===== src/rtl/scope_capture.sv =====
`default_nettype none
// ============================================================================
// Module   : scope_capture
// Purpose  : Triggered 8-bit oscilloscope capture buffer fed at the audio sample rate.
// Revision : 1.0 - initial release
// ============================================================================
module scope_capture #(
    parameter int ADDR_W = 9
) (
    input  logic              sysclk,
    input  logic              reset,
    input  logic              sampleclk,
    input  logic [23:0]       sndCapL,
    input  logic [23:0]       sndCapR,
    input  logic              chan_sel,
    input  logic [3:0]        decim,
    input  logic              trig_en,
    input  logic [7:0]        trig_level,
    input  logic              arm,
    input  logic [ADDR_W-1:0] rd_addr,
    output logic [7:0]        rd_data,
    output logic [1:0]        state,
    output logic              done
);

    localparam logic [ADDR_W-1:0] c_last_addr = {ADDR_W{1'b1}};

    typedef enum logic [1:0] {
        S_IDLE = 2'd0,
        S_WAIT = 2'd1,
        S_CAPT = 2'd2,
        S_DONE = 2'd3
    } state_t;

    state_t             r_state, w_state_nxt;
    logic               r_sclk_q, r_sclk_qq;
    logic [3:0]         r_dcnt, w_dcnt_nxt;
    logic [ADDR_W-1:0]  r_ptr, w_ptr_nxt;
    logic signed [7:0]  r_prev, w_prev_nxt;
    logic               r_prev_vld, w_prev_vld_nxt;
    logic [7:0]         r_mem [0:(1<<ADDR_W)-1];
    logic [7:0]         r_rd_data;

    logic               w_strobe;
    logic signed [7:0]  w_sample;
    logic signed [7:0]  w_level;
    logic               w_accept;
    logic               w_trig;
    logic               w_we;
    logic [ADDR_W-1:0]  w_waddr;
    logic               w_unused;

    assign w_unused = ^{sndCapL[15:0], sndCapR[15:0]};

    // Rising edge of sampleclk seen one cycle late gives a single-cycle strobe.
    assign w_strobe = r_sclk_q & ~r_sclk_qq;
    assign w_sample = chan_sel ? sndCapR[23:16] : sndCapL[23:16];
    assign w_level  = trig_level;
    assign w_accept = w_strobe & ~arm & (r_dcnt == decim) &
                      ((r_state == S_WAIT) | (r_state == S_CAPT));
    assign w_trig   = ~trig_en | (r_prev_vld & (r_prev < w_level) & (w_sample >= w_level));

    always_ff @(posedge sysclk or posedge reset) begin
        if (reset) begin
            r_state    <= S_IDLE;
            r_sclk_q   <= 1'b0;
            r_sclk_qq  <= 1'b0;
            r_dcnt     <= 4'd0;
            r_ptr      <= '0;
            r_prev     <= '0;
            r_prev_vld <= 1'b0;
        end else begin
            r_state    <= w_state_nxt;
            r_sclk_q   <= sampleclk;
            r_sclk_qq  <= r_sclk_q;
            r_dcnt     <= w_dcnt_nxt;
            r_ptr      <= w_ptr_nxt;
            r_prev     <= w_prev_nxt;
            r_prev_vld <= w_prev_vld_nxt;
        end
    end

    always_comb begin
        w_state_nxt    = r_state;
        w_dcnt_nxt     = r_dcnt;
        w_ptr_nxt      = r_ptr;
        w_prev_nxt     = r_prev;
        w_prev_vld_nxt = r_prev_vld;
        w_we           = 1'b0;
        w_waddr        = r_ptr;
        if (arm) begin
            // A re-arm always wins, even over a sample accepted in the same cycle.
            w_state_nxt    = S_WAIT;
            w_dcnt_nxt     = 4'd0;
            w_ptr_nxt      = '0;
            w_prev_vld_nxt = 1'b0;
        end else begin
            case (r_state)
                S_WAIT, S_CAPT: begin
                    if (w_strobe) begin
                        w_dcnt_nxt = (r_dcnt == decim) ? 4'd0 : r_dcnt + 4'd1;
                    end
                    if (w_accept) begin
                        if (r_state == S_WAIT) begin
                            if (w_trig) begin
                                w_we        = 1'b1;
                                w_waddr     = '0;
                                w_ptr_nxt   = ADDR_W'(1);
                                w_state_nxt = S_CAPT;
                            end else begin
                                w_prev_nxt     = w_sample;
                                w_prev_vld_nxt = 1'b1;
                            end
                        end else begin
                            w_we      = 1'b1;
                            w_waddr   = r_ptr;
                            w_ptr_nxt = r_ptr + ADDR_W'(1);
                            if (r_ptr == c_last_addr) begin
                                w_state_nxt = S_DONE;
                            end
                        end
                    end
                end
                default: begin
                    w_dcnt_nxt = 4'd0;
                end
            endcase
        end
    end

    // Buffer contents survive reset; the reset gate blocks a write on the reset edge.
    always_ff @(posedge sysclk) begin
        if (w_we && !reset) begin
            r_mem[w_waddr] <= w_sample;
        end
    end

    always_ff @(posedge sysclk or posedge reset) begin
        if (reset) begin
            r_rd_data <= 8'd0;
        end else begin
            r_rd_data <= r_mem[rd_addr];
        end
    end

    assign rd_data = r_rd_data;
    assign state   = r_state;
    assign done    = (r_state == S_DONE);

endmodule
`default_nettype wire


===== config.mk =====
export PLATFORM = sky130hd
export DESIGN_NAME = scope_capture
export DESIGN_NICKNAME = d
export VERILOG_FILES = /design/src/rtl/scope_capture.sv
export SDC_FILE = /design/constraint.sdc
export NUM_CORES = 2
export LEC_CHECK = 0
export CAP_MARGIN = 15
export CORE_MARGIN = 5
export CORE_UTILIZATION = 40
export DETAILED_ROUTE_END_ITERATION = 10
export RECOVER_POWER = 25
export SLEW_MARGIN = 20
export SYNTH_ARGS = -nofsm -noshare
export SYNTH_HDL_FRONTEND = slang
export SYNTH_SLANG_ARGS = --single-unit

===== constraint.sdc =====
create_clock -name sysclk -period 6.6 [get_ports sysclk]
set_input_delay 1.32 -clock sysclk [delete_from_list [all_inputs] [get_ports sysclk]]
set_output_delay 1.32 -clock sysclk [all_outputs]
set_load 0.01 [all_outputs]

==> impl_metrics.json <==
{
  "status": "finished, violations left",
  "failed_checks": "max-capacitance violations, max-slew violations",
  "area_growth_pct": 13.76,
  "required_ps": 7230,
  "routedWlPerCell_um": 31.06,
  "initial_core_util": 0.4013,
  "place_area_um2": 174300,
  "reg2reg_to": "r_mem[189][5]",
  "netlist_instances": 8333,
  "p_per_area_nw_per_um2": 290.7,
  "place_inst": 14030,
  "drt_first_pass_iters": 6,
  "path_cells": "dlygate4sd3_1, mux2_8, buf_4, clkbuf_4, buf_4",
  "hpwl_um": 285900,
  "arrival_ps": 6430,
  "synth-async-reset-ratio": 0.008232,
  "r2r_slack_ps": 1580,
  "p_seq_frac": 0.535,
  "switching_share": 0.2183,
  "hold_class": "flop to flop",
  "slew_headroom": -1.483,
  "holdBufCountCts": 0,
  "cts_inserted_buffers": 406,
  "synthDistinctLibCells": 97,
  "drtIter0Drc": 10330,
  "die_w_um": 651.0,
  "grt_max_degree": 208,
  "r2r_cells": 10,
  "startpoint": "chan_sel",
  "dieArea_um2": 423800,
  "place_congestion": 0.8815,
  "setup_ws_ps": 796.7,
  "finalCriticalPeriod_ps": 5803,
  "cp_slowest_cell": "clkbuf_4",
  "rsz0062_at_grt": "false",
  "cp-endpoint": "r_mem[16][1]",
  "synth-main-ff-cell": "edfxtp_1",
  "finalInstanceArea_um2": 187000,
  "cpPeakStageDelay_ps": 1860,
  "path_class": "primary input to flop",
  "hold_viol_final": 0,
  "layout-drive-gt1-share": 0.2166,
  "clock-sinks": 4130,
  "synth-warning-count": 0,
  "instances_no_fill": 14770,
  "skew_ps": 45.02,
  "ys_seq_area_frac": 0.7535,
  "clock_latency_ps": 1000,
  "startpoint_type": "primary input",
  "post_cts_buffers": 0,
  "grt_pass1_vias": 87330,
  "pre_cts_slack_ps": 296.6,
  "drc": 0,
  "netlist_area_um2": 164400,
  "power_mw": 54.35,
  "holdPathStages": 0,
  "ir_worst_vdd_mv": 0.2308,
  "core_area_um2": 409600,
  "ant_nets": 0,
  "pwr-share-comb": 0.053,
  "row_count": 235,
  "timing.final.crit_share": 0.8793,
  "p_int_mw": 42.49,
  "wl_um": 458700,
  "cts_tree": "done",
  "report.final.slew_viol_count": 1101,
  "crit_top_cell": "buf_4",
  "final_core_util": 0.4565,
  "tightest_slew_ps": 3725,
  "die_y_um": 651.0,
  "post_cts_resized": 0,
  "end_kind": "flop",
  "synth-seq-cells": 4130,
  "fmax_mhz": 172.3,
  "grt_antenna_before_repair": 20,
  "power.switching_mw": 11.86,
  "cts.clk_slew.worst_paths_ps": 60,
  "io_buffer_count": 53,
  "synth_edf_count": 4096,
  "vias": 86500,
  "worst_hold_slack_ps": 395.2,
  "p_leak_nw": 60.27,
  "overflow": 0,
  "avgSynthCellArea_um2": 19.72,
  "path_max_fanout": 197,
  "cts_max_level": 5,
  "grt_pass1_wl_um": 650400,
  "grt_usage": 0.2110,
  "final.setup.tns_ps": 0,
  "cts-root-buf": "clkbuf_16",
  "clockBufferDepth": 4,
  "finalSetupViolCount": 0,
  "timing.rr.start": "state[1]",
  "syn_nets": 8428,
  "io_pins": 86,
  "cap_violations": 13,
  "clock_power_share": 0.411,
  "vias_per_cell": 5.856,
  "finalNetCount": 9088
}
## registers in the layout (all words and copies together) (netlist names)
| name | flops |
|---|---|
| r_prev_vld | 1 |
| r_sclk_q | 1 |
| r_dcnt | 4 |
| r_ptr | 9 |
| r_sclk_qq | 1 |
| rd_data | 8 |
| state | 2 |
| r_mem | 4096 |
| r_prev | 8 |
## worst min-delay path by stage
| stage | to | from | slack (ps) |
|---|---|---|---|
| final | r_sclk_qq | r_sclk_q | 400 |
| after global placement | r_sclk_qq | r_sclk_q | 390 |
| after CTS | r_sclk_qq | r_sclk_q | 400 |
| after floorplan | r_sclk_qq | r_sclk_q | 350 |
| after global routing | r_sclk_qq | r_sclk_q | 410 |
| after detailed placement | r_sclk_qq | r_sclk_q | 390 |
## synthesized netlist by cell type (100+ instances only)
library cell  instances  area, um^2
edfxtp_1           4096      123000
mux2i_1             788        7888
mux4_2              591       13310
nor2_1              577        2166
o221ai_1            303        2654
a21oi_1             183       915.9
o22ai_1             181        1132
nand2_1             172       645.6
clkbuf_1            160       600.6
buf_2               136       680.7
nor3_1              102       510.5
o21ai_0             100       500.5
## final cells by class
class / count / area, um^2
sequential: 4130 / 123900
antenna: 7 / 17.52
fill: 34250 / 222600
timing repair buffer: 792 / 6783
clock inverter: 215 / 2002
inverter: 20 / 92.59
tap: 5451 / 6820
clock buffer: 512 / 10680
multi-input combinational: 3643 / 36740
## power by group through the flow
| stage | Clock [mW] | Sequential, mW | Combinational, mW |
|---|---|---|---|
| finish | 22.4 | 29.1 | 2.90 |
| global route | 23.8 | 29.1 | 3.04 |
| CTS | 22.7 | 29.1 | 2.91 |
| detailed placement | 0 | 29.6 | 2.91 |
| global placement | 0 | 29.6 | 2.84 |
| floorplan | 0 | 29.7 | 1.73 |
## cells in the final DEF, fill, tap and decap left out, types with 10 or more instances in the layout
cell type	n
a2111oi_0	14
a211oi_1	31
a21oi_1	183
a22oi_1	40
a31oi_1	34
and2_1	12
and3_1	13
buf_12	52
buf_4	670
bufinv_16	27
clkbuf_1	106
clkbuf_16	410
clkdlybuf4s50_1	37
clkinv_1	90
clkinv_2	62
clkinvlp_4	11
dfrtp_1	33
dlygate4sd3_1	11
edfxtp_1	4096
ha_1	20
inv_1	15
mux2i_1	788
mux4_1	80
mux4_2	591
nand2_1	162
nand2b_1	12
nand3_1	47
nand4_1	38
nor2_1	576
nor2b_1	10
nor3_1	99
nor3_2	46
nor4_1	25
nor4_2	21
o21ai_0	100
o221ai_1	303
o22ai_1	181
## cells by family after synthesis
family | share of synthesized area
DFF | 0.7535
AOI/OAI and AO/OA | 0.04306
muxes | 0.1432
buffers and inverters | 0.02517
adders and majority gates | 0.001522
xor gates and xnor gates | 0.0004795
and+or+nand+nor | 0.03308
## critical path: cells and delay by family
family                 cells  cell delay (ps)
buffers and inverters      4             4280
muxes                      1              250
## routing by layer
metal	wire length, um	part of all wire	global-route usage
met2	215800	0.47	0.3347
met3	39440	0.086	0.04386
met5	44	0.000096	0
met1	182700	0.40	0.2859
met4	20710	0.045	0.08523
Power figures use the tool's default switching activity.
